`config.mk`:
```
export PLATFORM = sky130hd
export DESIGN_NAME = univ_shift_engine
export DESIGN_NICKNAME = d
export VERILOG_FILES = /design/src/rtl/univ_shift_pkg.sv /design/src/rtl/univ_shift_step.sv /design/src/rtl/univ_shift_engine.sv
export SDC_FILE = /design/constraint.sdc
export NUM_CORES = 1
export LEC_CHECK = 0
export ABC_AREA = 1
export CORE_MARGIN = 3
export CORE_UTILIZATION = 30
export CTS_CLUSTER_DIAMETER = 40
export DETAILED_ROUTE_END_ITERATION = 8
export GPL_TIMING_DRIVEN = 0
export PLACE_DENSITY = 0.63
export RECOVER_POWER = 25
export SKIP_LAST_GASP = 1
export SYNTH_ARGS = -nofsm -noshare
export SYNTH_HDL_FRONTEND = slang
export SYNTH_SLANG_ARGS = --single-unit
```
`constraint.sdc`:
```
create_clock -name clk -period 2.4 [get_ports clk]
set_input_delay 0.72 -clock clk [delete_from_list [all_inputs] [get_ports clk]]
set_output_delay 0.72 -clock clk [all_outputs]
set_load 0.01 [all_outputs]
```
`src/rtl/univ_shift_pkg.sv`:
```
// univ_shift_pkg: shared definitions for the universal shift engine.
//   OP_*    : 3-bit command opcodes carried on cmd_op.
//   state_e : engine state (ST_IDLE accepts commands, ST_RUN sequences a shift).
//   is_shift: true for the opcodes that take a shift count.
package univ_shift_pkg;

  localparam logic [2:0] OP_NOP = 3'b000;
  localparam logic [2:0] OP_SHR = 3'b001;
  localparam logic [2:0] OP_SHL = 3'b010;
  localparam logic [2:0] OP_LOAD = 3'b011;
  localparam logic [2:0] OP_ASR = 3'b100;
  localparam logic [2:0] OP_ROR = 3'b101;
  localparam logic [2:0] OP_ROL = 3'b110;
  localparam logic [2:0] OP_CLR = 3'b111;

  typedef enum logic {
    ST_IDLE = 1'b0,
    ST_RUN  = 1'b1
  } state_e;

  function automatic logic is_shift(input logic [2:0] op);
    return (op == OP_SHR) || (op == OP_SHL) || (op == OP_ASR) ||
           (op == OP_ROR) || (op == OP_ROL);
  endfunction

endpackage

```
`src/rtl/univ_shift_step.sv`:
```
// univ_shift_step: combinational single-position shift of an N-bit value.
//   op     in  3  opcode (non-shift opcodes pass q through)
//   q      in  N  current register value
//   msb_in in  1  bit entering the MSB on SHR
//   lsb_in in  1  bit entering the LSB on SHL
//   q_next out N  value after one step
// Build option: UNIV_SHIFT_ROTATE_EN enables ROR/ROL; when undefined those
// opcodes pass q through unchanged and no rotate muxing exists.
module univ_shift_step
  import univ_shift_pkg::*;
#(
  parameter int unsigned N = 8
) (
  input  logic [2:0]   op,
  input  logic [N-1:0] q,
  input  logic         msb_in,
  input  logic         lsb_in,
  output logic [N-1:0] q_next
);

  always_comb begin
    q_next = q;
    case (op)
      OP_SHR: q_next = {msb_in, q[N-1:1]};
      OP_SHL: q_next = {q[N-2:0], lsb_in};
      OP_ASR: q_next = {q[N-1], q[N-1:1]};
`ifdef UNIV_SHIFT_ROTATE_EN
      OP_ROR: q_next = {q[0], q[N-1:1]};
      OP_ROL: q_next = {q[N-2:0], q[N-1]};
`endif
      default: q_next = q;
    endcase
  end

endmodule

```
`src/rtl/univ_shift_engine.sv`:
```
// univ_shift_engine: N-bit register executing load/clear/multi-position shift
// commands over a valid/ready handshake, one shift position per clock.
//   clk, reset (async, active-high)
//   cmd_valid/cmd_ready : command handshake (ready only in IDLE)
//   cmd_op, cmd_cnt     : opcode and shift count
//   d                   : parallel load data
//   msb_in, lsb_in      : serial inputs, sampled live on each step edge
//   q, so_lsb, so_msb   : register contents and its end bits
//   busy                : multi-cycle shift in progress
//   done                : one-cycle pulse after the completing edge
// Build option: UNIV_SHIFT_ROTATE_EN (see univ_shift_step).
module univ_shift_engine
  import univ_shift_pkg::*;
#(
  parameter int unsigned N  = 8,
  parameter int unsigned CW = 4
) (
  input  logic          clk,
  input  logic          reset,
  input  logic          cmd_valid,
  output logic          cmd_ready,
  input  logic [2:0]    cmd_op,
  input  logic [CW-1:0] cmd_cnt,
  input  logic [N-1:0]  d,
  input  logic          msb_in,
  input  logic          lsb_in,
  output logic [N-1:0]  q,
  output logic          so_lsb,
  output logic          so_msb,
  output logic          busy,
  output logic          done
);

  state_e        state_q, state_d;
  logic [CW-1:0] cnt_q, cnt_d;
  logic [2:0]    op_q, op_d;
  logic [N-1:0]  q_q, q_d;
  logic          done_q, done_d;
  logic [2:0]    step_op;
  logic [N-1:0]  step_q;

  // One step unit serves both the accept edge (live opcode) and RUN (latched opcode).
  assign step_op = (state_q == ST_RUN) ? op_q : cmd_op;

  univ_shift_step #(.N(N)) u_step (
    .op    (step_op),
    .q     (q_q),
    .msb_in(msb_in),
    .lsb_in(lsb_in),
    .q_next(step_q)
  );

  always_comb begin
    state_d = state_q;
    cnt_d   = cnt_q;
    op_d    = op_q;
    q_d     = q_q;
    done_d  = 1'b0;
    case (state_q)
      ST_IDLE: begin
        if (cmd_valid) begin
          if (is_shift(cmd_op) && (cmd_cnt != '0)) begin
            q_d   = step_q;
            op_d  = cmd_op;
            cnt_d = cmd_cnt - 1'b1;
            if (cmd_cnt == CW'(1)) done_d = 1'b1;
            else state_d = ST_RUN;
          end else begin
            done_d = 1'b1;
            if (cmd_op == OP_LOAD) q_d = d;
            else if (cmd_op == OP_CLR) q_d = '0;
          end
        end
      end
      ST_RUN: begin
        q_d   = step_q;
        cnt_d = cnt_q - 1'b1;
        if (cnt_q == CW'(1)) begin
          state_d = ST_IDLE;
          done_d  = 1'b1;
        end
      end
      default: state_d = ST_IDLE;
    endcase
  end

  always_ff @(posedge clk or posedge reset) begin
    if (reset) begin
      state_q <= ST_IDLE;
      cnt_q   <= '0;
      op_q    <= OP_NOP;
      q_q     <= '0;
      done_q  <= 1'b0;
    end else begin
      state_q <= state_d;
      cnt_q   <= cnt_d;
      op_q    <= op_d;
      q_q     <= q_d;
      done_q  <= done_d;
    end
  end

  assign cmd_ready = (state_q == ST_IDLE);
  assign busy      = (state_q == ST_RUN);
  assign done      = done_q;
  assign q         = q_q;
  assign so_lsb    = q_q[0];
  assign so_msb    = q_q[N-1];

endmodule
```
==> results.toml <==
[placed_design]
dp_hpwl_um = 2593
dp_slack_ns = -0.1405
place.gp.congestion = 0.7651
numPortBuffers = 32

[power]
combPwrFrac_pct = 65.4
p_per_area_mw_per_mm2 = 1264
power.switching_mw = 1.108
p_sw_share_pct = 47.89
peakVddDrop_mv = 0.4947
power.internal_mw = 1.206
p_leak_nw = 0.9119
clkPwrFrac_pct = 10.0
finalPower_mw = 2.314
seqPwrFrac_pct = 24.6

[setup_path]
r2r_cells = 10
cp.arrival_ns = 1.59
crit_required_ns = 1.68
r2r-start = "busy"
cp-startpoint = "busy"
critPathMaxFanout = 10
worstSetupPathType = "flip-flop to primary output"
rrSetupSlack_ns = 0.85
startpoint_type = "flip-flop"
end_kind = "primary output"
crit_path_end = "cmd_ready"
r2r-end = "q[2]"

[detailed_routing]
via_per_inst = 4.799
ant_nets = 0
drt_iter0_markers = 109
dr_total_vias = 1387
drt-wirelength-per-cell_um = 12.08
first_pass_iters = 4
totalWireLength_um = 3492
remaining_drc_errors = 0

[timing]
fin_crit_ns = 2.307
finalCritPeriodShare_pct = 96.12
setup_viol = 0
layout_setup_ws_ns = 0.09313
tightest_slew_ns = 0.7055
relSlewSlack_pct = 52.92
hold_violations = 0
fin_skew_ns = 0.002868
fmax_mhz = 433.5
rsz0062_at_grt = "true"
slew_violations = 0
setup-tns-final_ns = 0

[yosys]
syn-cell-area_sq_mm = 0.001393
syn-num-nets = 225
avgSynthCellArea_sq_um = 6.928
syn_inst = 201
yosysSeqAreaShare_pct = 30.55
ys_types = 26
ys_seq_elements = 17
ys.warnings.count = 0

[final_layout]
finish.utilization_pct = 41.47
layout_commonest_cell = "nand2_1"
drive_gt1_share_pct = 12.24
final_nets = 262
areaGrowthSynthToFinish_pct = 31.45
fill_cells = 466
diodes = 0
final_cell_mix = "64 x nand2_1, 31 x clkdlybuf4s50_1, 22 x inv_1, 21 x nand3_1, 17 x dfrtp_1"

[job]
drv_cap = 0

[global_routing]
grt_pass1_wl_um = 5747
antenna_found_initial = 0
grt_usage_pct = 13.48
grt_max_degree = 18
grt.overflow.total = 0
grt_pass1_vias = 1244

[die]
die_area_sq_mm = 0.005495
die_h_um = 74.13
io_pins = 33
start_util_pct = 31.55
die_w_um = 74.13
core_sq_mm = 0.004414
fp-row-count = 24

[clock_tree]
clk_pin_slew_ns = 0.07
clock_latency_ns = 0.26
htree_levels = 1
cts_buffers = 3
clk_path_buf_depth = 2
clkSinkCount = 17
cts_root_buf = "clkbuf_8"
cts_tree = "built"

[hold_path]
hp-start = "op_q[0]"
hold_class = "flip-flop to flip-flop"

[run_status]
status = "finished, final reports clean"
[synthesized netlist by cell type]
cell type / n / share of area (%)
nor2_8: 1 / 1.4
nand2_2: 4 / 1.8
inv_2: 2 / 0.54
o22ai_1: 1 / 0.45
a22o_1: 1 / 0.63
xor2_1: 2 / 1.3
nand3_2: 1 / 0.72
nor2_1: 12 / 3.2
buf_2: 1 / 0.36
dfrtp_1: 17 / 31
nand3_1: 21 / 7.5
o21ai_0: 10 / 3.6
xnor2_1: 1 / 0.63
o21ai_1: 1 / 0.36
nor2_2: 3 / 1.3
ha_1: 4 / 3.6
a21oi_1: 9 / 3.2
o31ai_1: 1 / 0.54
o211ai_1: 2 / 1.1
nand2_1: 64 / 17
buf_4: 4 / 2.2
nand3_4: 2 / 2.5
nand4_1: 8 / 3.6
inv_1: 22 / 5.9
nand2_4: 5 / 4.0
buf_6: 2 / 1.6
[metrics by stage]
step	area [sq um]	hold slack, ns	cells
floorplan	1393	0.4742	201
global placement	1778	0.5000	285
detailed placement	1778	0.5107	285
CTS	1823	0.5283	289
global route	1831	0.5545	289
finish	1831	0.5270	289
[critical path: stages (launching register included)]
cell,delay (ns)
dfrtp_1,0.46
inv_2,0.16
buf_6,0.16
clkdlybuf4s50_1,0.54
[final cells by class]
class                   instances  area [sq um]  area share [%]
flip-flops and latches         17         425.4           23.24
repair buffers                 32         320.3           17.50
multi-input cells             153         823.3           44.98
clock buffers                   4         45.04           2.461
plain buffers                   7         61.31           3.349
inverters                      24         90.09           4.921
well taps                      52         65.06           3.554
[worst min path at each step]
stage	end	slack, ns	depth (start not counted)
final	op_q[0]	0.53	2
after CTS	op_q[2]	0.53	2
after global routing	op_q[2]	0.55	2
after global placement	op_q[2]	0.50	2
after floorplan	op_q[1]	0.47	2
after detailed placement	op_q[2]	0.51	2
[logic make-up after synthesis]
group                      synth area share, %
AOI/OAI and AO/OA                        9.883
xor gates and xnor gates                 1.887
buffers and inverters                    10.60
and+or+nand+nor                          43.49
DFF                                      30.55
adders and majority gates                3.594
[registers in the layout, indices dropped and copies added, names as in the netlist]
| signal | cells |
|---|---|
| busy | 1 |
| cnt_q | 4 |
| done | 1 |
| op_q | 3 |
| q | 8 |
[what timing repair did]
action,4_1_cts,5_1_grt
gates resized for setup,0,2
endpoints found under the hold margin,0,0
hold buffers,0,0
setup buffers,0,0
setup endpoints to repair,0,4
[power by group through the flow]
stage               Sequential (mW)  Combinational [mW]  Clock (mW)
floorplan                     0.577                1.05           0
global placement              0.571                1.50           0
detailed placement            0.577                1.51           0
CTS                           0.571                1.52       0.237
global route                  0.595                1.70       0.247
finish                        0.570                1.51       0.232
[routing by layer]
metal	global-route usage [%]	routed length (um)
met3	3.378	207
met2	19.49	1535
met1	19.77	1707
met4	3.823	42
met5	0	0
Power figures use the tool's default switching activity.
==> RTL edit (same settings) <==
Add a define of `UNIV_SHIFT_ROTATE_EN`.
--- a/src/rtl/univ_shift_step.sv
+++ b/src/rtl/univ_shift_step.sv
@@ -7,4 +7,6 @@
 // Build option: UNIV_SHIFT_ROTATE_EN enables ROR/ROL; when undefined those
 // opcodes pass q through unchanged and no rotate muxing exists.
+`define UNIV_SHIFT_ROTATE_EN
+
 module univ_shift_step
   import univ_shift_pkg::*;
Behaviour: not the same (Yosys sat finds a counterexample within 4 cycles, from zero or initial values and one cycle with reset high).
==> RTL edit against the original RTL <==
- critical path depth rose by 7
- cell area fell by 3.6%
- synthesized cell count fell by 0.50%
- setup slack improved by 0.10 ns
- non-clock buffer count fell by 1
- register-to-register slack improved by 0.05 ns
- routed wire length fell by 8.5%
- total power fell by 4.0%
- sequential cell count did not move
- clock skew fell by 0.00087 ns
- count of clock-buffer cells in the layout did not move
- area after synthesis fell by 4.0%
==> RTL edit: results (changes against the original RTL) <==
* Nonclk buf count at 38 (-2.6%)
* Filler cells at 464 (-0.43%)
* Metal-1 WL at 1630 um (-4.6%)
* Maximum VDD drop at 0.330 mV (-33%)
* Critical path origin: cmd_cnt[0]
* Met3 WL at 139 um (-33%)
* Logic inverters at 20 (-17%)
* Final clock skew at 0.00199 ns (-0.000875 ns)
* First-pass GRT wire length at 5620 um (-2.3%)
* Layout non-clock buf frac at 0.209 (+0.000745)
* Register area share after synthesis at 0.318 (+0.0129)
* Wire length on met2 at 1410 um (-7.9%)
* DRT iter0 DRCs at 92 (-16%)
* Clock-cell share at 0.0255 (+0.000925)
* Compound-Gate Fraction of Synth Area at 0.107 (+0.00791)
* Inst Count DP at 282 (-1.1%)
* Status: complete, no violations
* Post-DP HPWL at 2380 um (-8.2%)
* Lkg Pwr at 0.000883 uW (-3.2%)
* Top post-synthesis cells by count: nand2_1, nor2_1, inv_1
* Layout cell share with drive strength beyond 1 at 0.106 (-0.0164)
* Register fraction of the total cell area at 0.241 (+0.00874)
* Power Internal at 1190 uW (-1.4%)
* Adder-Cell Fraction of Synth Area at 0.0375 (+0.00151)
* Multi-input gate share of total cell area at 0.446 (-0.00366)
* Pre-CTS setup slack at -0.0973 ns (+0.0432 ns)
* Worst Tran Pin Value at 0.685 ns (-0.0204 ns)
* Fin cells at 286 (-1.0%)
* Max reg flops at 8 (unchanged)
* Post-Route WL at 3190 um (-8.5%)
* Avg Inst Size Synth at 6.68 um^2 (-3.6%)
* Total global-route track usage at 0.132 (-0.00312)
* Placer Congestion at 0.861 (+13%)
* Via density at 4.60 (-4.2%)
* Syn Nets at 224 (-0.44%)
* Flip-flop and latch count at 17 (unchanged)
* Layout Nets at 261 (-0.38%)
* CP max stage delay at 0.50 ns (-0.04 ns)
* CP arrival at 2.34 ns (+0.75 ns)
## RTL edit: layer usage
layer,GRT usage,vias up
li1,-,701
met1,0.187,582
met2,0.204,30
met3,0.0193,2
met4,0.0430,0
met5,0,-
## RTL edit: power groups by stage
| stage | logic [uW] | clock network (uW) | registers (uW) |
|---|---|---|---|
| 6_report | 1430 | 220 | 567 |
| 5_1_grt | 1640 | 246 | 589 |
| 4_1_cts | 1450 | 226 | 567 |
| 3_5_place_dp | 1450 | 0 | 571 |
| 3_3_place_gp | 1430 | 0 | 569 |
| 2_1_floorplan | 986 | 0 | 580 |
## RTL edit: cells by family (layout without fill, tap and decap cells)
family / Yosys count / in the layout
compound gates: 26 / 26
xor+xnor: 3 / 3
fa+ha+maj: 4 / 4
buf+inv: 26 / 62
flops: 17 / 17
simple gates: 124 / 124
## RTL edit: worst register-to-register path, cell delays in order, from the launching register on
cell and delay, ns:
dfrtp_1 0.43, buf_4 0.19, nor2_1 0.16, inv_1 0.07, nand2_2 0.14, buf_4 0.20
nor2_1 0.05, o21ai_1 0.08, nand2_1 0.06
## RTL edit: path summary, 6_finish.rpt
check	depth (start not counted)	endpoint	slack, ns
max	10	q[6]$_DFFE_PP0P_	0.20
min	2	op_q[0]$_DFFE_PP0P_	0.49
max reg2reg	8	q[6]$_DFFE_PP0P_	0.90
min reg2reg	2	op_q[0]$_DFFE_PP0P_	0.49
max in group asynchronous	2	op_q[2]$_DFFE_PP0P_	0.96
min in group asynchronous	2	q[3]$_DFFE_PP0P_	1.01
## RTL edit: stage by stage
stage | hold WS [ns] | setup TNS, ns | instance area [um^2]
after global routing | 0.507 | 0 | 1760
after floorplan | 0.453 | 0 | 1340
after CTS | 0.491 | 0 | 1760
after detailed placement | 0.473 | -0.296 | 1720
after global placement | 0.467 | -0.260 | 1720
final | 0.487 | 0 | 1760
